==> config.mk <==
export PLATFORM = sky130hd
export DESIGN_NAME = d_mem_arbiter_flat
export DESIGN_NICKNAME = d
export VERILOG_FILES = /design/src/rtl/config_pkg.sv /design/src/rtl/d_mem_arbiter_if.sv /design/src/rtl/d_mem_arbiter.sv /design/src/flat_wrapper.sv
export SDC_FILE = /design/constraint.sdc
export NUM_CORES = 1
export LEC_CHECK = 0
export BUFFER_PORTS_ARGS = -buffer_cell sky130_fd_sc_hd__buf_2
export CAP_MARGIN = 10
export CORE_UTILIZATION = 30
export CTS_CLUSTER_SIZE = 28
export DETAILED_ROUTE_END_ITERATION = 8
export PLACE_DENSITY_LB_ADDON = 0.1
export SYNTH_ARGS = -nofsm -noshare
export SYNTH_HDL_FRONTEND = slang
export SYNTH_SLANG_ARGS = --single-unit
==> constraint.sdc <==
create_clock -name clk -period 4.5 [get_ports clk]
set_input_delay 0 -clock clk [delete_from_list [all_inputs] [get_ports clk]]
set_output_delay 0 -clock clk [all_outputs]
set_load 0.02 [all_outputs]
==> src/rtl/config_pkg.sv <==
// Shared data-memory configuration: address width and access-width encoding.
package config_pkg;

  localparam int unsigned DMemAddrWidth = 12;

  typedef enum logic [1:0] {
    MEM_BYTE     = 2'd0,
    MEM_HALFWORD = 2'd1,
    MEM_WORD     = 2'd2
  } mem_width_t;

endpackage

==> src/rtl/d_mem_arbiter_if.sv <==
// Bus bundle between the two requesters (cpu, dma), the arbiter and the
// single-port data memory.
//   cpu_*/dma_*  : request command, grant and load-return per requester
//   mem_*        : command to d_mem_spram and its extended load data
//   busy         : arbiter is holding a load for its return cycle
// slave  : arbiter view. master : requester/memory (environment) view.
interface d_mem_arbiter_if #(
  parameter int unsigned DMemAddrWidth = config_pkg::DMemAddrWidth
);
  import config_pkg::*;

  logic                     cpu_req;
  logic                     cpu_we;
  mem_width_t               cpu_width;
  logic                     cpu_sign_extend;
  logic [DMemAddrWidth-1:0] cpu_addr;
  logic [31:0]              cpu_wdata;
  logic                     cpu_gnt;
  logic                     cpu_rvalid;
  logic [31:0]              cpu_rdata;

  logic                     dma_req;
  logic                     dma_we;
  mem_width_t               dma_width;
  logic                     dma_sign_extend;
  logic [DMemAddrWidth-1:0] dma_addr;
  logic [31:0]              dma_wdata;
  logic                     dma_gnt;
  logic                     dma_rvalid;
  logic [31:0]              dma_rdata;

  mem_width_t               mem_width;
  logic                     mem_sign_extend;
  logic [DMemAddrWidth-1:0] mem_addr;
  logic [31:0]              mem_data_in;
  logic                     mem_write_enable;
  logic [31:0]              mem_data_out;

  logic                     busy;

  modport slave (
    input  cpu_req, cpu_we, cpu_width, cpu_sign_extend, cpu_addr, cpu_wdata,
    input  dma_req, dma_we, dma_width, dma_sign_extend, dma_addr, dma_wdata,
    input  mem_data_out,
    output cpu_gnt, cpu_rvalid, cpu_rdata,
    output dma_gnt, dma_rvalid, dma_rdata,
    output mem_width, mem_sign_extend, mem_addr, mem_data_in, mem_write_enable,
    output busy
  );

  modport master (
    output cpu_req, cpu_we, cpu_width, cpu_sign_extend, cpu_addr, cpu_wdata,
    output dma_req, dma_we, dma_width, dma_sign_extend, dma_addr, dma_wdata,
    output mem_data_out,
    input  cpu_gnt, cpu_rvalid, cpu_rdata,
    input  dma_gnt, dma_rvalid, dma_rdata,
    input  mem_width, mem_sign_extend, mem_addr, mem_data_in, mem_write_enable,
    input  busy
  );

endinterface

==> src/rtl/d_mem_arbiter.sv <==
// Two-requester arbiter in front of a single-port data memory.
// Ports:
//   clk    : sole clock, rising edge
//   reset  : asynchronous, active-low
//   arb_if : slave side of d_mem_arbiter_if (cpu/dma requests, mem command)
// Grants are combinational in IDLE. Stores finish in the grant cycle; loads
// latch their command and spend one RD_HOLD cycle returning memory data.
// cpu has priority, except that after MaxCoreStreak consecutive contested
// cpu grants the dma port wins once.
module d_mem_arbiter
  import config_pkg::*;
#(
  parameter int unsigned DMemAddrWidth = config_pkg::DMemAddrWidth,
  parameter int unsigned MaxCoreStreak = 4
) (
  input  logic           clk,
  input  logic           reset,
  d_mem_arbiter_if.slave arb_if
);

  localparam int unsigned StreakW = $clog2(MaxCoreStreak + 1);

  localparam logic [0:0] IDLE    = 1'b0;
  localparam logic [0:0] RD_HOLD = 1'b1;

  logic [0:0]               state_q,  state_d;
  logic [StreakW-1:0]       streak_q, streak_d;
  logic                     owner_q,  owner_d;   // 0 = cpu, 1 = dma
  logic [DMemAddrWidth-1:0] addr_q,   addr_d;
  mem_width_t               width_q,  width_d;
  logic                     sext_q,   sext_d;

  logic cpu_win;
  logic dma_win;

  // Arbitration, memory command steering and load return.
  always_comb begin
    state_d  = state_q;
    streak_d = streak_q;
    owner_d  = owner_q;
    addr_d   = addr_q;
    width_d  = width_q;
    sext_d   = sext_q;
    cpu_win  = 1'b0;
    dma_win  = 1'b0;

    arb_if.cpu_gnt          = 1'b0;
    arb_if.dma_gnt          = 1'b0;
    arb_if.cpu_rvalid       = 1'b0;
    arb_if.dma_rvalid       = 1'b0;
    arb_if.cpu_rdata        = 32'h0;
    arb_if.dma_rdata        = 32'h0;
    arb_if.busy             = 1'b0;
    arb_if.mem_width        = arb_if.cpu_width;
    arb_if.mem_sign_extend  = arb_if.cpu_sign_extend;
    arb_if.mem_addr         = arb_if.cpu_addr;
    arb_if.mem_data_in      = arb_if.cpu_wdata;
    arb_if.mem_write_enable = 1'b0;

    // The streak only counts runs where dma is actually waiting.
    if (!arb_if.dma_req) streak_d = '0;

    // Reset is also applied here so grants drop the instant it asserts.
    if (reset) begin
      case (state_q)
        IDLE: begin
          cpu_win = arb_if.cpu_req &&
                    (!arb_if.dma_req || streak_q != StreakW'(MaxCoreStreak));
          dma_win = arb_if.dma_req && !cpu_win;

          if (cpu_win) begin
            arb_if.cpu_gnt          = 1'b1;
            arb_if.mem_write_enable = arb_if.cpu_we;
            if (arb_if.dma_req) streak_d = streak_q + StreakW'(1);
            if (!arb_if.cpu_we) begin
              state_d = RD_HOLD;
              owner_d = 1'b0;
              addr_d  = arb_if.cpu_addr;
              width_d = arb_if.cpu_width;
              sext_d  = arb_if.cpu_sign_extend;
            end
          end else if (dma_win) begin
            arb_if.dma_gnt          = 1'b1;
            arb_if.mem_width        = arb_if.dma_width;
            arb_if.mem_sign_extend  = arb_if.dma_sign_extend;
            arb_if.mem_addr         = arb_if.dma_addr;
            arb_if.mem_data_in      = arb_if.dma_wdata;
            arb_if.mem_write_enable = arb_if.dma_we;
            streak_d                = '0;
            if (!arb_if.dma_we) begin
              state_d = RD_HOLD;
              owner_d = 1'b1;
              addr_d  = arb_if.dma_addr;
              width_d = arb_if.dma_width;
              sext_d  = arb_if.dma_sign_extend;
            end
          end
        end

        RD_HOLD: begin
          // Keep the load address on the memory while its data returns.
          arb_if.busy            = 1'b1;
          arb_if.mem_width       = width_q;
          arb_if.mem_sign_extend = sext_q;
          arb_if.mem_addr        = addr_q;
          arb_if.mem_data_in     = 32'h0;
          state_d                = IDLE;
          if (owner_q) begin
            arb_if.dma_rvalid = 1'b1;
            arb_if.dma_rdata  = arb_if.mem_data_out;
          end else begin
            arb_if.cpu_rvalid = 1'b1;
            arb_if.cpu_rdata  = arb_if.mem_data_out;
          end
        end

        default: state_d = IDLE;
      endcase
    end
  end

  // State, streak counter and latched load command.
  always_ff @(posedge clk or negedge reset) begin
    if (!reset) begin
      state_q  <= IDLE;
      streak_q <= '0;
      owner_q  <= 1'b0;
      addr_q   <= '0;
      width_q  <= MEM_BYTE;
      sext_q   <= 1'b0;
    end else begin
      state_q  <= state_d;
      streak_q <= streak_d;
      owner_q  <= owner_d;
      addr_q   <= addr_d;
      width_q  <= width_d;
      sext_q   <= sext_d;
    end
  end

endmodule

==> src/flat_wrapper.sv <==
// flat-port wrapper written by rule: the top's interface ports become plain ports
module d_mem_arbiter_flat import config_pkg::*;
#(
  parameter int unsigned DMemAddrWidth = config_pkg::DMemAddrWidth,
  parameter int unsigned MaxCoreStreak = 4
)
  (clk, reset, arb_if_cpu_req, arb_if_cpu_we, arb_if_cpu_width, arb_if_cpu_sign_extend, arb_if_cpu_addr, arb_if_cpu_wdata, arb_if_dma_req, arb_if_dma_we, arb_if_dma_width, arb_if_dma_sign_extend, arb_if_dma_addr, arb_if_dma_wdata, arb_if_mem_data_out, arb_if_cpu_gnt, arb_if_cpu_rvalid, arb_if_cpu_rdata, arb_if_dma_gnt, arb_if_dma_rvalid, arb_if_dma_rdata, arb_if_mem_width, arb_if_mem_sign_extend, arb_if_mem_addr, arb_if_mem_data_in, arb_if_mem_write_enable, arb_if_busy);
  d_mem_arbiter_if #(.DMemAddrWidth(DMemAddrWidth)) arb_if_i ();
  input  logic clk;
  input  logic reset;
  input wire logic [$bits(arb_if_i.cpu_req)-1:0] arb_if_cpu_req;
  input wire logic [$bits(arb_if_i.cpu_we)-1:0] arb_if_cpu_we;
  input wire logic [$bits(arb_if_i.cpu_width)-1:0] arb_if_cpu_width;
  input wire logic [$bits(arb_if_i.cpu_sign_extend)-1:0] arb_if_cpu_sign_extend;
  input wire logic [$bits(arb_if_i.cpu_addr)-1:0] arb_if_cpu_addr;
  input wire logic [$bits(arb_if_i.cpu_wdata)-1:0] arb_if_cpu_wdata;
  input wire logic [$bits(arb_if_i.dma_req)-1:0] arb_if_dma_req;
  input wire logic [$bits(arb_if_i.dma_we)-1:0] arb_if_dma_we;
  input wire logic [$bits(arb_if_i.dma_width)-1:0] arb_if_dma_width;
  input wire logic [$bits(arb_if_i.dma_sign_extend)-1:0] arb_if_dma_sign_extend;
  input wire logic [$bits(arb_if_i.dma_addr)-1:0] arb_if_dma_addr;
  input wire logic [$bits(arb_if_i.dma_wdata)-1:0] arb_if_dma_wdata;
  input wire logic [$bits(arb_if_i.mem_data_out)-1:0] arb_if_mem_data_out;
  output wire logic [$bits(arb_if_i.cpu_gnt)-1:0] arb_if_cpu_gnt;
  output wire logic [$bits(arb_if_i.cpu_rvalid)-1:0] arb_if_cpu_rvalid;
  output wire logic [$bits(arb_if_i.cpu_rdata)-1:0] arb_if_cpu_rdata;
  output wire logic [$bits(arb_if_i.dma_gnt)-1:0] arb_if_dma_gnt;
  output wire logic [$bits(arb_if_i.dma_rvalid)-1:0] arb_if_dma_rvalid;
  output wire logic [$bits(arb_if_i.dma_rdata)-1:0] arb_if_dma_rdata;
  output wire logic [$bits(arb_if_i.mem_width)-1:0] arb_if_mem_width;
  output wire logic [$bits(arb_if_i.mem_sign_extend)-1:0] arb_if_mem_sign_extend;
  output wire logic [$bits(arb_if_i.mem_addr)-1:0] arb_if_mem_addr;
  output wire logic [$bits(arb_if_i.mem_data_in)-1:0] arb_if_mem_data_in;
  output wire logic [$bits(arb_if_i.mem_write_enable)-1:0] arb_if_mem_write_enable;
  output wire logic [$bits(arb_if_i.busy)-1:0] arb_if_busy;
  assign arb_if_i.cpu_req = arb_if_cpu_req;
  assign arb_if_i.cpu_we = arb_if_cpu_we;
  assign arb_if_i.cpu_width = arb_if_cpu_width;
  assign arb_if_i.cpu_sign_extend = arb_if_cpu_sign_extend;
  assign arb_if_i.cpu_addr = arb_if_cpu_addr;
  assign arb_if_i.cpu_wdata = arb_if_cpu_wdata;
  assign arb_if_i.dma_req = arb_if_dma_req;
  assign arb_if_i.dma_we = arb_if_dma_we;
  assign arb_if_i.dma_width = arb_if_dma_width;
  assign arb_if_i.dma_sign_extend = arb_if_dma_sign_extend;
  assign arb_if_i.dma_addr = arb_if_dma_addr;
  assign arb_if_i.dma_wdata = arb_if_dma_wdata;
  assign arb_if_i.mem_data_out = arb_if_mem_data_out;
  assign arb_if_cpu_gnt = arb_if_i.cpu_gnt;
  assign arb_if_cpu_rvalid = arb_if_i.cpu_rvalid;
  assign arb_if_cpu_rdata = arb_if_i.cpu_rdata;
  assign arb_if_dma_gnt = arb_if_i.dma_gnt;
  assign arb_if_dma_rvalid = arb_if_i.dma_rvalid;
  assign arb_if_dma_rdata = arb_if_i.dma_rdata;
  assign arb_if_mem_width = arb_if_i.mem_width;
  assign arb_if_mem_sign_extend = arb_if_i.mem_sign_extend;
  assign arb_if_mem_addr = arb_if_i.mem_addr;
  assign arb_if_mem_data_in = arb_if_i.mem_data_in;
  assign arb_if_mem_write_enable = arb_if_i.mem_write_enable;
  assign arb_if_busy = arb_if_i.busy;
  d_mem_arbiter #(.DMemAddrWidth(DMemAddrWidth), .MaxCoreStreak(MaxCoreStreak)) u_core (.clk(clk), .reset(reset), .arb_if(arb_if_i));
endmodule
==> out/metrics.cfg <==
[outcome]
status=finished clean

[clocking]
cts_sinks=20
post_cts_resize_count=0
cts_tree=yes
clock_path_buffers=2
clk_latency_ps=260
htree_levels=1
clk_pin_slew_ps=80
cts_root_buffer=clkbuf_8
cts_buffers=3

[route]
routed_wl_mm=10.6
vias=3494
ant_nets=0
drt_iter0_drc=173
wire_per_inst_um=15.7
vias_per_cell=5.17
dr.pass1.iters=4
drc_errors=0

[sta]
fin_crit_sh=0.609
final_hold_viol_count=0
tightestPinTransition_ps=1160
final-max-slew-violation-count=0
worst_slack_ps=1760
fmax_mhz=365
fin_worst_skew_ps=5.54
tns_ps=0
finalSetupViolCount=0
slew_headroom=0.227
rsz0062_at_grt=false
fin_crit_ps=2740

[logic_synthesis]
async_reset_ff_frac=1.00
yosysTopAreaCellShare=0.190
syn_area_um2=2630
ys_types=39
synth_top_area_cell=dfrtp_1
syn_avg_cell_area_um2=7.48
ys_warn_count=0
syn_nets=486
syn_inst=352
synthTopCellsByCount=66 x and2_1, 35 x inv_1, 32 x a22oi_1, 32 x o22ai_1
synth.yosys.seq_area_share=0.190
synth_area_leaders=dfrtp_1 19%, and2_1 16%, a22oi_1 9.1%
ys_seq_elements=20
synth.most_common_cell=and2_1
synthFlopType=dfrtp_1
synth-edff-count=0

[worst_setup_path]
reg2reg_slack_ps=2060
cp_max_fo=59
worstPathRequired_ps=4500
worstReg2RegStart=u_core.state_q$_DFFE_PN0P_
slowest_delay_ps=700
r2r_end=u_core.width_q[0]$_DFFE_PN0P_
end_kind=primary output
path_class=input port to primary output
start_kind=input port
slowest_stage=and2_1
cp.arrival_ps=2740
r2r_cells=4
crit_chain=dlygate4sd3_1, buf_2, buf_4, and2_1, nor2b_1, buf_4, and2_1, buf_2

[place]
dpl_cell_area_um2=3840
dpl.hpwl_mm=8.10
portBuffers=248
gp_congestion=0.789
dp_slack_ps=2040

[global_route]
grt_antenna_before_repair=1
grt_overflow=0
grt_max_degree=60
grt_pass1_vias=2979
grt_pass1_wl_mm=15.0
track_usage=0.211

[floorplan]
io_pins=249
die_h_um=95.7
dieArea_um2=9150
start_util=0.316
core-area_um2=8340
fp.dieW_um=95.7
rows=33

[power]
peakVddDrop_mv=0.123
p_total_uw=917
power_density_nw_per_um2=234
p_leak_nw=2.21

[min_path]
worstHoldStart=arb_if_cpu_addr[6]
holdPathEnd=u_core.addr_q[6]$_DFFE_PN0P_
hp-class=input port to flop
worstHoldPathCells=2

[finish]
drive_above_1_share=0.464
area_growth_pct=49.0
antennaDiodeCount=0
final_util=0.470
nets=706
finalInstanceArea_um2=3920

[flow_run]
cap_violations=0

## kinds of logic after synthesis
kind of cell / Yosys count / share of synthesized area
fa+ha+maj: 2 / 0.00950
flops: 20 / 0.190
compound gates: 122 / 0.355
simple gates: 135 / 0.322
buf+inv: 73 / 0.124
## critical path, delay by kind of cell
family / cells / cell delay (ps)
buffers and inverters: 5 / 1600
AND/OR/NAND/NOR: 3 / 1120
## worst max-delay path by stage
stage                     slack (ps)                    startpoint                       endpoint  depth (start not counted)
final                           1760                         reset           arb_if_cpu_rdata[28]                          8
after detailed placement        2040    u_core.state_q$_DFFE_PN0P_  u_core.width_q[0]$_DFFE_PN0P_                          4
after global routing            1560                         reset           arb_if_cpu_rdata[28]                          8
after CTS                       1710                         reset           arb_if_cpu_rdata[28]                          8
after floorplan                 2770  u_core.streak_q[0]$_DFF_PN0_  u_core.addr_q[11]$_DFFE_PN0P_                          8
after global placement          2170    u_core.state_q$_DFFE_PN0P_  u_core.width_q[0]$_DFFE_PN0P_                          4
## flip-flops by register name, indices dropped and copies added (netlist names)
| name | flops |
|---|---|
| u_core.addr_q | 12 |
| u_core.owner_q | 1 |
| u_core.sext_q | 1 |
| u_core.state_q | 1 |
| u_core.streak_q | 3 |
| u_core.width_q | 2 |
## final cells by class
| class | instances | area (µm²) |
|---|---|---|
| Tap cell | 105 | 131 |
| Clock buffer | 3 | 41.3 |
| Fill cell | 892 | 4420 |
| Clock inverter | 1 | 30.0 |
| Inverter | 35 | 131 |
| Timing Repair Buffer | 253 | 1280 |
| Multi-Input combinational cell | 259 | 1810 |
| Sequential cell | 20 | 500 |
## metal layers
| layer | global-route usage | share of wire |
|---|---|---|
| met1 | 0.273 | 0.39 |
| met2 | 0.363 | 0.52 |
| met3 | 0.0383 | 0.079 |
| met4 | 0.0485 | 0.0093 |
| met5 | 0 | 0.0011 |
## timing repair
item	in CTS	in global routing
buffers inserted	0	0
hold endpoints to repair	20	0
hold buffers	1	0
## through the flow
stage	cells	hold slack, ps
2_1_floorplan	352	-296
3_5_place_dp	671	174
6_report	676	32.2
3_3_place_gp	671	176
5_1_grt	676	21.4
4_1_cts	676	27.2
## power breakdown
group | switching (mW) | internal, mW | total (mW) | leakage, nW
Sequential | 0.0413 | 0.221 | 0.263 | 0.242
Clock | 0.0632 | 0.119 | 0.182 | 0.0357
Combinational | 0.274 | 0.199 | 0.473 | 1.93
## placed cells by master (no fill, tap or decap), drive strengths merged, types with 3 or more instances in the layout
cell and n:
nor2b 15, a221o 14, nand2 6, o21ai 20, dfrtp 20, inv 35
and3 17, clkbuf 3, a22oi 32, o22ai 32, nand3 4, o221a 14
buf 252, nor4 15, nor2 4, and2 67
No activity file was read; power rests on OpenSTA's default activity.
